File: src/rtl/psl_pkg.sv
// Shared types and default widths for the parameter stream loader.
package psl_pkg;

    localparam int PSL_NUM_CH = 16;
    localparam int PSL_DATA_W = 32;
    localparam int PSL_ADDR_W = 16;
    localparam int PSL_LEN_W  = 16;

    typedef enum logic [1:0] {
        ST_IDLE   = 2'd0,
        ST_SCAN   = 2'd1,
        ST_STREAM = 2'd2,
        ST_DRAIN  = 2'd3
    } psl_state_e;

    // Descriptor field widths follow the package defaults above.
    typedef struct packed {
        logic [PSL_ADDR_W-1:0] base;
        logic [PSL_LEN_W-1:0]  len;
    } psl_desc_t;

endpackage

File: src/rtl/psl_fifo2.sv
// Two-entry synchronous FIFO; simultaneous push and pop is legal even when full.
module psl_fifo2 #(
    parameter int W = 33
) (
    input  logic         clk,
    input  logic         rst_,
    input  logic         push,
    input  logic         pop,
    input  logic [W-1:0] din,
    output logic [W-1:0] dout,
    output logic         full,
    output logic         empty,
    output logic [1:0]   count
);

    logic [W-1:0] store [2];
    logic         wr_ptr;
    logic         rd_ptr;
    logic         do_push;
    logic         do_pop;

    assign full    = (count == 2'd2);
    assign empty   = (count == 2'd0);
    assign do_pop  = pop && !empty;
    assign do_push = push && (!full || do_pop);
    assign dout    = store[rd_ptr];

    always_ff @(posedge clk) begin
        if (rst_) begin
            wr_ptr <= 1'b0;
            rd_ptr <= 1'b0;
            count  <= 2'd0;
        end else begin
            if (do_push) wr_ptr <= ~wr_ptr;
            if (do_pop)  rd_ptr <= ~rd_ptr;
            count <= count + 2'(do_push) - 2'(do_pop);
        end
    end

    // NOTE: storage has no reset; occupancy gates every use of the head word.
    always_ff @(posedge clk) begin
        if (do_push) store[wr_ptr] <= din;
    end

endmodule

File: src/rtl/param_stream_loader.sv
// Walks a descriptor table and streams each channel's words from a shared memory.
// Optional per-channel checksum outputs are enabled by defining PSL_CHECKSUM_EN.
module param_stream_loader
    import psl_pkg::*;
#(
    parameter int NUM_CH = PSL_NUM_CH,
    parameter int DATA_W = PSL_DATA_W,
    parameter int ADDR_W = PSL_ADDR_W,
    parameter int LEN_W  = PSL_LEN_W,
    parameter int CH_W   = (NUM_CH > 1) ? $clog2(NUM_CH) : 1
) (
    input  logic              clk,
    input  logic              rst_,
    input  logic              start,
    input  logic              cfg_we,
    input  logic [CH_W-1:0]   cfg_ch,
    input  logic [ADDR_W-1:0] cfg_base,
    input  logic [LEN_W-1:0]  cfg_len,
    output logic              mem_en,
    output logic [ADDR_W-1:0] mem_addr,
    input  logic [DATA_W-1:0] mem_rdata,
    output logic [DATA_W-1:0] out_data,
    output logic [NUM_CH-1:0] out_valid,
    input  logic [NUM_CH-1:0] out_ready,
    output logic              out_last,
    output logic              busy,
    output logic              done
`ifdef PSL_CHECKSUM_EN
    ,
    output logic [DATA_W-1:0] ch_sum,
    output logic              ch_sum_valid
`endif
);

    psl_state_e        state;
    logic [CH_W-1:0]   ch;
    logic [ADDR_W-1:0] addr;
    logic [LEN_W-1:0]  remaining;
    logic              rd_pend;
    logic              rd_pend_last;
    logic              done_r;
    psl_desc_t         desc [NUM_CH];
    psl_desc_t         cur_desc;
    logic              more_after;

    logic [DATA_W:0]   fifo_head;
    logic              fifo_full;
    logic              fifo_empty;
    logic [1:0]        fifo_count;
    logic              pop;
    logic              head_last;
    logic [2:0]        occ;
    logic              issue;

    assign cur_desc  = desc[ch];
    assign head_last = fifo_head[DATA_W];
    assign pop       = !fifo_empty && out_ready[ch];

    // Reads in flight count against buffer space, so the FIFO can never overflow.
    assign occ   = 3'(fifo_count) + 3'(rd_pend) - 3'(pop);
    assign issue = (state == ST_STREAM) && (remaining != '0) && (occ < 3'd2)
                   && !(fifo_full && !pop);

    // NOTE: every variable written in always_comb gets a default first, so no latch is inferred.
    always_comb begin
        more_after = 1'b0;
        for (int i = 0; i < NUM_CH; i++) begin
            if (i > int'(ch) && desc[i].len != '0) more_after = 1'b1;
        end
    end

    psl_fifo2 #(.W(DATA_W + 1)) u_fifo (
        .clk   (clk),
        .rst_  (rst_),
        .push  (rd_pend),
        .pop   (pop),
        .din   ({rd_pend_last, mem_rdata}),
        .dout  (fifo_head),
        .full  (fifo_full),
        .empty (fifo_empty),
        .count (fifo_count)
    );

    // NOTE: sequential state uses non-blocking assignments only; later ones in the block win.
    always_ff @(posedge clk) begin
        if (rst_) begin
            state        <= ST_IDLE;
            ch           <= '0;
            addr         <= '0;
            remaining    <= '0;
            rd_pend      <= 1'b0;
            rd_pend_last <= 1'b0;
            done_r       <= 1'b0;
            for (int i = 0; i < NUM_CH; i++) desc[i] <= '0;
        end else begin
            done_r       <= 1'b0;
            rd_pend      <= issue;
            rd_pend_last <= issue && (remaining == LEN_W'(1));
            if (issue) begin
                addr      <= addr + ADDR_W'(1);
                remaining <= remaining - LEN_W'(1);
            end
            case (state)
                ST_IDLE: begin
                    if (cfg_we && int'(cfg_ch) < NUM_CH) begin
                        desc[cfg_ch] <= '{base: cfg_base, len: cfg_len};
                    end
                    if (start) begin
                        state <= ST_SCAN;
                        ch    <= '0;
                    end
                end
                ST_SCAN: begin
                    if (cur_desc.len == '0) begin
                        if (ch == CH_W'(NUM_CH - 1)) begin
                            state  <= ST_IDLE;
                            done_r <= 1'b1;
                        end else begin
                            ch <= ch + CH_W'(1);
                        end
                    end else begin
                        addr      <= cur_desc.base;
                        remaining <= cur_desc.len;
                        state     <= ST_STREAM;
                    end
                end
                ST_STREAM: begin
                    if (issue && remaining == LEN_W'(1)) state <= ST_DRAIN;
                end
                ST_DRAIN: begin
                    // Trailing empty channels are skipped here so done follows the final pop directly.
                    if (pop && head_last) begin
                        if (more_after) begin
                            state <= ST_SCAN;
                            ch    <= ch + CH_W'(1);
                        end else begin
                            state  <= ST_IDLE;
                            done_r <= 1'b1;
                        end
                    end
                end
                default: state <= ST_IDLE;
            endcase
        end
    end

    always_comb begin
        out_valid = '0;
        if (!fifo_empty) out_valid[ch] = 1'b1;
    end

    assign out_data = fifo_empty ? '0 : fifo_head[DATA_W-1:0];
    assign out_last = !fifo_empty && head_last;
    assign mem_en   = issue;
    assign mem_addr = addr;
    assign busy     = (state != ST_IDLE);
    assign done     = done_r;

`ifdef PSL_CHECKSUM_EN
    always_ff @(posedge clk) begin
        if (rst_) begin
            ch_sum       <= '0;
            ch_sum_valid <= 1'b0;
        end else begin
            ch_sum_valid <= pop && head_last;
            if (state == ST_SCAN && cur_desc.len != '0) begin
                ch_sum <= '0;
            end else if (pop) begin
                ch_sum <= ch_sum + out_data;
            end
        end
    end
`endif

endmodule

File: config.mk
export PLATFORM = sky130hd
export DESIGN_NAME = param_stream_loader
export DESIGN_NICKNAME = d
export VERILOG_FILES = /design/src/rtl/psl_pkg.sv /design/src/rtl/psl_fifo2.sv /design/src/rtl/param_stream_loader.sv
export SDC_FILE = /design/constraint.sdc
export NUM_CORES = 1
export LEC_CHECK = 0
export ABC_AREA = 1
export CORE_MARGIN = 10
export CORE_UTILIZATION = 60
export CTS_BUF_LIST = sky130_fd_sc_hd__clkbuf_8
export DETAILED_ROUTE_END_ITERATION = 8
export GPL_ROUTABILITY_DRIVEN = 0
export PLACE_DENSITY = 0.79
export SLEW_MARGIN = 0
export SYNTH_ARGS = -nofsm -noshare
export SYNTH_HDL_FRONTEND = slang
export SYNTH_SLANG_ARGS = --single-unit
File: constraint.sdc
create_clock -name clk -period 4.1 [get_ports clk]
set_input_delay 0.615 -clock clk [delete_from_list [all_inputs] [get_ports clk]]
set_output_delay 0.615 -clock clk [all_outputs]
set_load 0.01 [all_outputs]
==> flow_summary.toml, run 1 <==
[status]
outcome = "finished, final reports clean"

[die]
die_w_um = 242
initial_core_util = 0.606
rows = 81
die_y_um = 242
dieArea_um2 = 58600
core_area_um2 = 48800
ios = 156

[setup_path]
crit_buf_inv = 5
max_stage_delay_ns = 0.51
critPathMaxFanout = 7
r2r-start = "ch[0]"
slowest_stage = "fa_1"
worstSetupEndpointType = "primary output"
startpoint = "ch[0]"
path_depth = 16
worstPathArrival_ns = 3.26
reg2reg_slack_ns = 0.57
r2r_end = "mem_addr[13]"
path_cells = "buf_4, nor2_1, nor3_1, nor2_1, nand2_1, nand3_1, inv_1, ha_1, inv_1, nand2_1, fa_1, nand3_1, nor3_2, nand2_1, inv_2, buf_4"
crit_family = "simple AND/OR/NAND/NOR gates"
start_kind = "flip-flop"
path_class = "flip-flop to primary output"
critPathRequiredTime_ns = 3.48
cp_common_cell = "nand2_1"
rr_worst_depth = 22
endpoint = "mem_en"

[clocking]
ctsHoldBuffers = 0
h-tree-depth = 3
cts_tree = "built"
cts_buffers = 98
clockRootBuffer = "clkbuf_8"
clockBufferDepth = 3
path_clk_slew_ns = 0.06
cts.sinks = 628
clk_latency_ns = 0.72

[timing]
period_share = 0.946
relSlewSlack = 0.343
fin_skew_ns = 0.0345
setup_violations = 0
slew_violations = 0
setup_tns_ns = 0
max_clock_freq_mhz = 258
grt_setup_unrepaired = "no"
post-route-min-period_ns = 3.88
worst_pin_slew_ns = 0.985
hold_viol = 0

[power]
p_leak_nw = 13.6
p_per_area_nw_per_um2 = 590
peakVddDrop_mv = 0.429

[synth]
synth-edff-count = 578
synth_seq_area_share = 0.621
netlist_area_um2 = 29600
synth_seq_cells = 628
synth-main-ff-cell = "edfxtp_1"
synth_cell_type_count = 36
synth.yosys.warnings = 0
syn-num-nets = 3314
syn_area_per_cell_um2 = 9.22
async_flop_share = 0
synthCells = 3210

[global_route]
grt_pass1_vias = 23336
grt_antenna_before_repair = 5
grt_max_degree = 113
grt_use_total = 0.276
grt_pass1_wl_mm = 128
grt_overflow = 0

[route]
wl_per_cell_um = 20.3
first_pass_iters = 6
vias = 23902
route.detailed.drc = 0
drt-total-wl_mm = 82.5
via_per_inst = 5.87
drtIter0Drc = 3221
detail-route-antenna-nets = 0

[place]
place.detailed.hpwl_mm = 52.3
port_buffers = 155
place_area_um2 = 31700

[final_layout]
final_net_count = 3430
final_cell_area_um2 = 33600
syn2layout_area_growth_pct = 13.6
drive_gt1_frac = 0.0672

[worst_hold_path]
hold_class = "flip-flop to flip-flop"

[run]
cap_violations = 0
-- layout by cell type, fill, tap and decap left out, types with 2 or more instances in the layout --
master / count
diode_2: 2
nor4_1: 4
o221ai_1: 18
bufinv_16: 4
inv_1: 263
clkinvlp_4: 2
nor2_1: 909
nor2_2: 5
o22ai_1: 54
or2_1: 6
dfxtp_4: 3
edfxtp_1: 578
clkinv_2: 13
buf_4: 67
xor2_1: 16
xnor2_1: 7
dfxtp_2: 2
buf_12: 7
nand4_1: 21
o211ai_1: 34
dfxtp_1: 45
or2_2: 5
nand2_1: 518
clkbuf_8: 108
clkdlybuf4s50_1: 154
o32ai_1: 2
o21ai_0: 215
a21oi_1: 53
nand3_1: 205
nor3_1: 25
o21ai_1: 5
inv_4: 3
clkinv_1: 27
inv_2: 4
nand3b_1: 2
inv_6: 3
ha_1: 15
-- cell families after synthesis --
group,after synthesis,share of synthesized area
compound gates,384,0.0730
simple gates,1703,0.230
fa+ha+maj,16,0.00702
buf+inv,456,0.0629
xor+xnor,23,0.00681
flops,628,0.621
-- cells in the mapped netlist (6+ instances only) --
cell      number  area, µm²
nor2_1       912       3420
ha_1          15        188
xnor2_1        7       61.3
o211ai_1      34        255
buf_4         13       97.6
nand2_1      518       1940
nor3_1        26        130
or2_1          6       37.5
o221ai_1      18        158
edfxtp_1     578      17400
dfxtp_1       50       1000
clkbuf_1     150        563
nand4_1       21        131
o22ai_1       54        338
o21ai_0      215       1080
xor2_1        16        140
a21oi_1       53        265
nand3_1      205       1030
buf_2         38        190
buf_6          7       78.8
inv_1        239        897
-- per-stage QoR --
stage	util	std cells	hold slack (ns)	total power, mW	setup slack (ns)
final	0.688	4075	0.427	19.8	0.220
after detailed placement	0.648	3887	0.413	14.5	-0.120
after global placement	0.648	3887	0.421	14.4	-0.0771
after CTS	0.687	4070	0.425	19.6	0.0254
after floorplan	-	3210	0.404	12.3	0.821
after global routing	0.688	4073	0.441	20.8	0.00546
-- final cells by class --
type,count,area [µm²]
clock inverters,75,425
repair buffers,228,2180
fillers,3698,15200
diodes,2,5.00
flip-flops and latches,628,18400
inverters,244,923
clock buffers,108,1490
multi-input cells,2126,9380
well taps,664,831
-- state kept, by name, indices dropped and copies added, names as in the netlist, named ones only --
name,count
remaining,16
ch,4
state,1
done,1
u_fifo.count,2
rd_pend_last,1
rd_pend,1
u_fifo.store,66
mem_addr,16
u_fifo.rd_ptr,1
u_fifo.wr_ptr,1
desc,512
-- layer usage --
metal	part of all wire	GRT usage	vias to the layer above	wire [µm]
met5	0.00064	0	-	53
met4	0.032	0.111	8	2630
met3	0.13	0.0710	234	11000
met2	0.46	0.435	1589	37700
met1	0.38	0.360	11158	31100
li1	-	-	10913	-
-- worst min path at each step --
| stage | startpoint | endpoint | slack, ns | cells after the start |
|---|---|---|---|---|
| 5_1_grt | rd_pend_last | u_fifo.store[1][32] | 0.44 | 0 |
| 2_1_floorplan | rd_pend_last | u_fifo.store[0][32] | 0.40 | 0 |
| 6_report | rd_pend_last | u_fifo.store[0][32] | 0.43 | 0 |
| 3_3_place_gp | rd_pend_last | u_fifo.store[0][32] | 0.42 | 0 |
| 4_1_cts | rd_pend_last | u_fifo.store[1][32] | 0.43 | 0 |
| 3_5_place_dp | rd_pend_last | u_fifo.store[0][32] | 0.41 | 0 |
-- power by group --
part / internal [mW] / switching (mW)
Sequential: 7.49 / 0.382
Combinational: 2.15 / 4.63
Clock: 2.68 / 2.49
-- repair_timing --
item	4_1_cts	5_1_grt
setup buffers	0	3
endpoints found under the hold margin	0	0
gates resized for setup	7	7
setup endpoints to repair	1	1
pin swaps	0	4
(Power assumes the default switching activity.)
==> inputs of run 2 (changes only) <==
--- a/config.mk
+++ b/config.mk
@@ -8,7 +8,6 @@
 export ABC_AREA = 1
 export CORE_MARGIN = 10
 export CORE_UTILIZATION = 60
-export CTS_BUF_LIST = sky130_fd_sc_hd__clkbuf_8
 export DETAILED_ROUTE_END_ITERATION = 8
 export GPL_ROUTABILITY_DRIVEN = 0
 export PLACE_DENSITY = 0.79
==> constraint.sdc (replaced) <==
create_clock -name clk -period 3.8 [get_ports clk]
set_input_delay 0.57 -clock clk [delete_from_list [all_inputs] [get_ports clk]]
set_output_delay 0.57 -clock clk [all_outputs]
set_load 0.01 [all_outputs]
==> run 2 against run 1 <==
Clock power is 16% higher. Sequential cell count is the same. Clock skew is 0.014 ns lower. Highest routed layer unchanged.
==> flow_summary.toml, run 2 (synthesized netlist as in run 1, its figures left out) <==
[route]
via_per_inst = 5.89
drtIter0Drc = 3381
wl_per_cell_um = 20.5
route.detailed.drc = 0
drt-total-wl_mm = 82.2
detail-route-antenna-nets = 0
first_pass_iters = 6
vias = 23613

[clocking]
path_clk_slew_ns = 0.06
clockRootBuffer = "clkbuf_16"
clockBufferDepth = 3
cts_tree = "built"
h-tree-depth = 2
clk_latency_ns = 0.64
cts.sinks = 628
cts_buffers = 61

[setup_path]
worstSetupEndpointType = "primary output"
worstPathArrival_ns = 3.10
start_kind = "flip-flop"
critPathRequiredTime_ns = 3.23
path_class = "flip-flop to primary output"
critPathMaxFanout = 5

[die]
core_area_um2 = 48800
rows = 81
ios = 156
die_y_um = 242
initial_core_util = 0.606
die_w_um = 242
dieArea_um2 = 58600

[place]
dp.cells = 3890
port_buffers = 155
place_area_um2 = 31700
dp_slack_ns = -0.306
place.detailed.hpwl_mm = 52.2

[timing]
worst_pin_slew_ns = 0.948
period_share = 0.965
relSlewSlack = 0.368
setup_violations = 0
setup_slack_ns = 0.134
fin_skew_ns = 0.0204
max_clock_freq_mhz = 273
slew_violations = 0
hold_viol = 0
post-route-min-period_ns = 3.67

[power]
peakVddDrop_mv = 0.534
p_leak_nw = 13.5
fin_total_pwr_mw = 21.9
p_per_area_nw_per_um2 = 648

[final_layout]
instances_no_fill = 4009
top_regs = "desc x512, u_fifo.store x66"
drive_gt1_frac = 0.0583
layout_common_cells = "nor2_1, edfxtp_1, nand2_1, inv_1, o21ai_0"
final_net_count = 3395
syn2layout_area_growth_pct = 14.0
largest_register_ffs = 512
layout_commonest_cell = "nor2_1"
multi_input_area_um2 = 9410
regArea_um2 = 18400
final_cell_area_um2 = 33700
fillers = 3633
top_register = "desc"

[status]
outcome = "finished, final reports clean"

[global_route]
grt_overflow = 0
grt_pass1_wl_mm = 128
grt_max_degree = 96
grt_use_total = 0.274
grt_pass1_vias = 22967
grt_antenna_before_repair = 2

[worst_hold_path]
hold_class = "flip-flop to flip-flop"

[run]
cap_violations = 0
## run 2: repair_timing
action / CTS / global route
gates cloned: 0 / 1
pin swaps: 0 / 9
hold buffers: 0 / 0
buffers inserted: 0 / 1
endpoints found under the setup margin: 1 / 1
gates resized for setup: 8 / 18
## run 2: metal layers
layer	vias up	global-route usage	share of wire
li1	10826	-	-
met1	11149	0.364	0.38
met2	1441	0.439	0.47
met3	195	0.0622	0.13
met4	2	0.0903	0.030
met5	-	0	0.00016
## run 2: per-stage QoR
stage	hold WS (ns)	utilization	TNS, ns
floorplan	0.404	-	0
global placement	0.414	0.648	-0.274
detailed placement	0.430	0.648	-0.443
CTS	0.443	0.689	0
global route	0.463	0.690	-0.0423
finish	0.440	0.690	0
## run 2: power by group
group	total, mW	internal (mW)	switching [mW]
sequential	8.53	8.08	0.448
combinational	7.35	2.36	4.99
clock	5.98	3.43	2.55
total	21.9	13.9	7.98
## run 2: final cells by class
cell class	count	area share
clock buffer	81	0.0499
sequential	628	0.545
tap	664	0.0246
timing repair buffer	230	0.0655
inverter	244	0.0274
antenna	2	0.000148
multi-input combinational	2126	0.279
clock inverter	34	0.00850
## run 2: worst max-delay path: stages (launching register included)
cell and delay (ns):
dfxtp_4 0.38, buf_4 0.14, nor2_1 0.06, nor3_1 0.23, nor2_2 0.06, nand2_2 0.08
nand3_2 0.08, inv_2 0.08, ha_4 0.20, inv_2 0.05, nand2_2 0.05, fa_1 0.51
nand3_2 0.08, nor3_2 0.20, nand2_1 0.11, inv_2 0.08, buf_6 0.11
## run 2: final timing paths
check | start | endpoint | slack, ns | depth (start not counted)
max | ch[0] | mem_en | 0.13 | 16
min | rd_pend_last | u_fifo.store[0][32] | 0.44 | 0
max reg2reg | flip-flop | remaining[5] | 0.35 | 13
min reg2reg | rd_pend_last | u_fifo.store[0][32] | 0.44 | 0
